## src/rtl/popcount_acc_pipe.sv

```systemverilog
// Streaming population counter: grouped partial counts, registered adder
// tree, and a per-word or saturating frame-accumulate output stage.
module popcount_acc_pipe #(
   parameter int WIDTH = 16,
   parameter int ACC_W = 16,
   parameter int GROUP = 4
) (
   input  logic             clk,
   input  logic             rst_n,
   input  logic             mode,
   input  logic             in_valid,
   output logic             in_ready,
   input  logic [WIDTH-1:0] in_data,
   input  logic             in_last,
   output logic             out_valid,
   input  logic             out_ready,
   output logic [ACC_W-1:0] out_data,
   output logic             out_last,
   output logic             out_ovf
);

   localparam int CW = $clog2(WIDTH + 1);
   localparam int NG = WIDTH / GROUP;
   localparam int GW = $clog2(GROUP + 1);

   if (WIDTH < 2 || WIDTH > 64) begin : g_bad_width
      $error("popcount_acc_pipe: WIDTH out of range");
   end
   if (ACC_W < CW) begin : g_bad_accw
      $error("popcount_acc_pipe: ACC_W narrower than count");
   end
   if (WIDTH % GROUP != 0) begin : g_bad_group
      $error("popcount_acc_pipe: GROUP must divide WIDTH");
   end

   typedef enum logic {
      IDLE,
      IN_FRAME
   } fstate_e;

   logic              stall;
   logic              adv;

   logic [GW-1:0]     part_d [NG];
   logic [GW-1:0]     part_q [NG];
   logic              v1_q;
   logic              last1_q;
   logic              mode1_q;

   logic [CW-1:0]     cnt2_d;
   logic [CW-1:0]     cnt2_q;
   logic              v2_q;
   logic              last2_q;
   logic              mode2_q;

   logic [ACC_W:0]    sum_w;
   logic              sat_w;
   logic [ACC_W-1:0]  acc_d;
   logic [ACC_W-1:0]  acc_q;
   logic              sticky_q;
   logic              eff_mode;
   fstate_e           state_q;
   logic              fmode_q;

   logic              out_valid_q;
   logic [ACC_W-1:0]  out_data_q;
   logic              out_last_q;
   logic              out_ovf_q;

   // Every stage freezes together while a result waits downstream.
   assign stall    = out_valid_q & ~out_ready;
   assign adv      = ~stall;
   assign in_ready = adv;

   always_comb begin
      for (int g = 0; g < NG; g++) begin
         part_d[g] = '0;
         for (int b = 0; b < GROUP; b++) begin
            part_d[g] = part_d[g] + GW'(in_data[g*GROUP+b]);
         end
      end
   end

   always_ff @(posedge clk or negedge rst_n) begin
      if (!rst_n) begin
         v1_q    <= 1'b0;
         last1_q <= 1'b0;
         mode1_q <= 1'b0;
         for (int g = 0; g < NG; g++) begin
            part_q[g] <= '0;
         end
      end else if (adv) begin
         v1_q    <= in_valid;
         last1_q <= in_last;
         mode1_q <= mode;
         for (int g = 0; g < NG; g++) begin
            part_q[g] <= part_d[g];
         end
      end
   end

   always_comb begin
      cnt2_d = '0;
      for (int g = 0; g < NG; g++) begin
         cnt2_d = cnt2_d + CW'(part_q[g]);
      end
   end

   always_ff @(posedge clk or negedge rst_n) begin
      if (!rst_n) begin
         v2_q    <= 1'b0;
         last2_q <= 1'b0;
         mode2_q <= 1'b0;
         cnt2_q  <= '0;
      end else if (adv) begin
         v2_q    <= v1_q;
         last2_q <= last1_q;
         mode2_q <= mode1_q;
         cnt2_q  <= cnt2_d;
      end
   end

   // The mode travels with each word; only a frame's first word decides.
   assign eff_mode = (state_q == IDLE) ? mode2_q : fmode_q;
   assign sum_w    = {1'b0, acc_q} + (ACC_W+1)'(cnt2_q);
   assign sat_w    = sum_w[ACC_W];
   assign acc_d    = sat_w ? {ACC_W{1'b1}} : sum_w[ACC_W-1:0];

   always_ff @(posedge clk or negedge rst_n) begin
      if (!rst_n) begin
         state_q     <= IDLE;
         fmode_q     <= 1'b0;
         acc_q       <= '0;
         sticky_q    <= 1'b0;
         out_valid_q <= 1'b0;
         out_data_q  <= '0;
         out_last_q  <= 1'b0;
         out_ovf_q   <= 1'b0;
      end else if (adv) begin
         out_valid_q <= 1'b0;
         if (v2_q) begin
            fmode_q <= eff_mode;
            state_q <= last2_q ? IDLE : IN_FRAME;
            if (!eff_mode) begin
               out_valid_q <= 1'b1;
               out_data_q  <= ACC_W'(cnt2_q);
               out_last_q  <= last2_q;
               out_ovf_q   <= 1'b0;
            end else if (last2_q) begin
               out_valid_q <= 1'b1;
               out_data_q  <= acc_d;
               out_last_q  <= 1'b1;
               out_ovf_q   <= sticky_q | sat_w;
               acc_q       <= '0;
               sticky_q    <= 1'b0;
            end else begin
               acc_q       <= acc_d;
               sticky_q    <= sticky_q | sat_w;
            end
         end
      end
   end

   assign out_valid = out_valid_q;
   assign out_data  = out_data_q;
   assign out_last  = out_last_q;
   assign out_ovf   = out_ovf_q;

endmodule

```

## config.mk

```make
export PLATFORM = sky130hd
export DESIGN_NAME = popcount_acc_pipe
export DESIGN_NICKNAME = d
export VERILOG_FILES = /design/src/rtl/popcount_acc_pipe.sv
export SDC_FILE = /design/constraint.sdc
export NUM_CORES = 1
export LEC_CHECK = 0
export CORE_AREA = 3 3 88 90
export CTS_BUF_LIST = sky130_fd_sc_hd__clkbuf_4 sky130_fd_sc_hd__clkbuf_8 sky130_fd_sc_hd__clkbuf_16
export DETAILED_ROUTE_END_ITERATION = 6
export DIE_AREA = 0 0 91 93
export PLACE_DENSITY = 0.71
export SYNTH_ARGS = -nofsm -noshare
export SYNTH_HDL_FRONTEND = slang
export SYNTH_SLANG_ARGS = --single-unit
export TNS_END_PERCENT = 30
```

## constraint.sdc

```tcl
create_clock -name clk -period 5.3 [get_ports clk]
set_input_delay 1.325 -clock clk [delete_from_list [all_inputs] [get_ports clk]]
set_output_delay 1.325 -clock clk [all_outputs]
set_load 0.03 [all_outputs]
```

==> flow_metrics.py <==
metrics = {
    "finish": {
        "final_cell_mix": "61 x dfrtp_1, 40 x clkdlybuf4s50_1, 37 x inv_1, 29 x a21oi_1, 25 x nand2_1",
        "nets": 441,
        "final_common_cell": "dfrtp_1",
        "fill_cells": 659,
        "areaGrowthSynthToFinish_pct": 19.5,
        "final_area_um2": 4210,
        "antennaDiodeCount": 0,
        "drive_gt1_frac": 0.127,
    },
    "drt": {
        "drt_iter0_markers": 210,
        "drt-vias-per-instance": 5.45,
        "dr.pass1.iters": 6,
        "wl_per_cell_um": 15.4,
        "num_vias": 2691,
        "antenna_left": 0,
        "drc_errors": 0,
        "drt_wl_total_mm": 7.59,
    },
    "floorplanning": {
        "fp.dieW_um": 91,
        "std_cell_rows": 31,
        "die_h_um": 93,
        "die_area_um2": 8460,
        "pin_count": 42,
        "start_util": 0.493,
        "core_um2": 7140,
    },
    "sta": {
        "finalCritPeriodShare": 0.768,
        "hold_ws_ns": 0.474,
        "finalCriticalPeriod_ns": 4.07,
        "slew_viol_final": 0,
        "totalNegativeSetupSlack_ns": 0,
        "hold_viol_final": 0,
        "rsz0062_at_grt": "no",
        "relSlewSlack": 0.404,
        "fin_skew_ns": 0.00715,
        "fmax_ghz": 0.246,
        "setup_slack_ns": 1.23,
        "worst_slew_pin_slew_ns": 0.892,
        "setup_viol": 0,
    },
    "pwr": {
        "power.leakage_uw": 0.00193,
        "swShare": 0.397,
        "clkPwrFrac": 0.188,
        "pwr-share-comb": 0.470,
        "p_seq_frac": 0.342,
        "switching_power_uw": 810,
        "vdd_ir_drop_max_mv": 0.286,
        "p_int_uw": 1230,
        "powerDensity_nw_per_um2": 485,
    },
    "cts": {
        "clk_pin_slew_ns": 0.07,
        "cts_tree": "built",
        "cts.sinks": 61,
        "ctsHoldBuffers": 0,
        "insertion_delay_ns": 0.34,
        "cts.htree.levels": 3,
        "root_buffer": "clkbuf_8",
        "cts_buffers": 9,
        "clock_path_buffers": 2,
        "postCtsResizedCells": 0,
        "cts_setup_buffers": 0,
    },
    "grt": {
        "grt_max_degree": 62,
        "grtUsageTotal": 0.192,
        "grt_pass1_wl_mm": 12.9,
        "antenna_found_initial": 0,
        "overflow": 0,
        "grt_pass1_vias": 2635,
    },
    "logic_synthesis": {
        "seq_area_frac_synth": 0.434,
        "synthCells": 348,
        "synth-seq-cells": 61,
        "synth_edf_count": 0,
        "synth_area_um2": 3520,
        "yosys_warnings": 0,
        "synth_async_sr_flop_share": 1.00,
        "syn_area_per_cell_um2": 10.1,
        "synth_ff_type": "dfrtp_1",
        "yosysUniqueCellTypes": 61,
        "synth_nets": 398,
    },
    "setup_path": {
        "worst_path_most_repeated_cell": "clkdlybuf4s50_1",
        "worstSetupPathType": "primary input to output port",
        "critical_path.startpoint_type": "primary input",
        "crit_path_cell_trace": "clkdlybuf4s50_1 -> nor2b_1 -> buf_4 -> inv_1 -> clkdlybuf4s50_1",
        "cp_max_fo": 13,
        "cpPeakStageDelay_ns": 0.66,
        "worstPathRequired_ns": 3.97,
        "cp-end-kind": "output port",
        "arrival_ns": 2.75,
        "cpMaxStageDelayCell": "clkdlybuf4s50_1",
    },
    "placement": {
        "port_buffers": 41,
        "pre_cts_ws_ns": 1.21,
        "place_congestion": 0.952,
        "place_area_um2": 4020,
        "hpwl_mm": 5.38,
    },
    "run_status": {
        "status": "complete, no violations",
    },
    "worst_hold_path": {
        "hold_path_class": "flip-flop to flip-flop",
    },
    "job": {
        "drv_cap": 0,
    },
}
[critical path, delay by kind of cell]
family	cells	cell delay [ns]
buf+inv	4	1.38
simple gates	1	0.04
[cells by family (layout without fill, tap and decap cells)]
logic type	Yosys count	after routing	share of synthesized area
AND/OR/NAND/NOR	84	84	0.127
adder cells (fa/ha/maj)	28	28	0.123
AO/OA/AOI/OAI	97	97	0.180
multiplexers	17	17	0.0540
flip-flops	61	61	0.434
buffers and inverters	52	99	0.0604
XOR/XNOR	9	9	0.0224
[area by class of cell]
type / count / area, um^2 / share of cell area
clock buffer: 14 / 180 / 0.0428
clock inverter: 1 / 5.00 / 0.00119
inverter: 37 / 139 / 0.0330
multi-input combinational: 235 / 1780 / 0.423
sequential: 61 / 1530 / 0.363
tap: 99 / 124 / 0.0295
timing repair buffer: 47 / 450 / 0.107
[sequential cells by signal (all words and copies together) (netlist names), 5 cells and up]
register	count
out_data	16
cnt2_q	5
part_q	12
acc_q	16
[routing by layer]
| layer | GRT usage | vias up | wire (um) |
|---|---|---|---|
| li1 | - | 1305 | - |
| met1 | 0.281 | 1302 | 3800 |
| met2 | 0.281 | 73 | 3250 |
| met3 | 0.0378 | 11 | 406 |
| met4 | 0.0791 | 0 | 133 |
| met5 | 0 | - | 0 |
[power groups by stage]
stage          Clock (uW)  Combinational, uW  Sequential, uW
5_1_grt               415               1090             713
3_3_place_gp            0                940             699
2_1_floorplan           0                645             731
3_5_place_dp            0                959             704
4_1_cts               396                965             696
6_report              384                959             696
[metrics by stage]
| step | power (uW) | std cells | util |
|---|---|---|---|
| floorplan | 1380 | 348 | - |
| global placement | 1640 | 479 | 0.563 |
| detailed placement | 1660 | 479 | 0.563 |
| CTS | 2060 | 494 | 0.589 |
| global route | 2220 | 494 | 0.589 |
| finish | 2040 | 494 | 0.589 |
[final timing paths]
| path | startpoint | to | slack (ns) | cells past startpoint |
|---|---|---|---|---|
| worst min register to register | last1_q$_DFFE_PN0N_ | last2_q$_DFFE_PN0N_ | 0.47 | 2 |
| min in group asynchronous | rst_n | out_data[15]$_DFFE_PN0P_ | 1.13 | 2 |
| worst min-delay path | last1_q$_DFFE_PN0N_ | last2_q$_DFFE_PN0N_ | 0.47 | 2 |
| worst max register to register | part_q[1]$_DFFE_PN0N_ | cnt2_q[2]$_DFFE_PN0N_ | 2.79 | 7 |
| worst max-delay path | out_ready | in_ready | 1.23 | 5 |
| max in group asynchronous | rst_n | out_data[13]$_DFFE_PN0P_ | 3.62 | 2 |
[synth_stat cells (3+ instances only)]
cell type   n  area (um^2)
a21o_1      6         45.0
a21oi_1    29          145
a22o_1      3         26.3
a31oi_1     7         43.8
buf_2       5         25.0
clkbuf_1    7         26.3
dfrtp_1    61         1530
fa_1       11          220
ha_1       17          213
inv_1      37          139
mux2_2     16          180
nand2_1    25         93.8
nand3_1    14         70.1
nand4_1     3         18.8
nor2_1     16         60.1
nor3_1      6         30.0
o21a_1      4         30.0
o21ai_0    20          100
o31ai_1     3         22.5
xnor2_1     6         52.6
xor2_1      3         26.3
(Power assumes the default switching activity.)
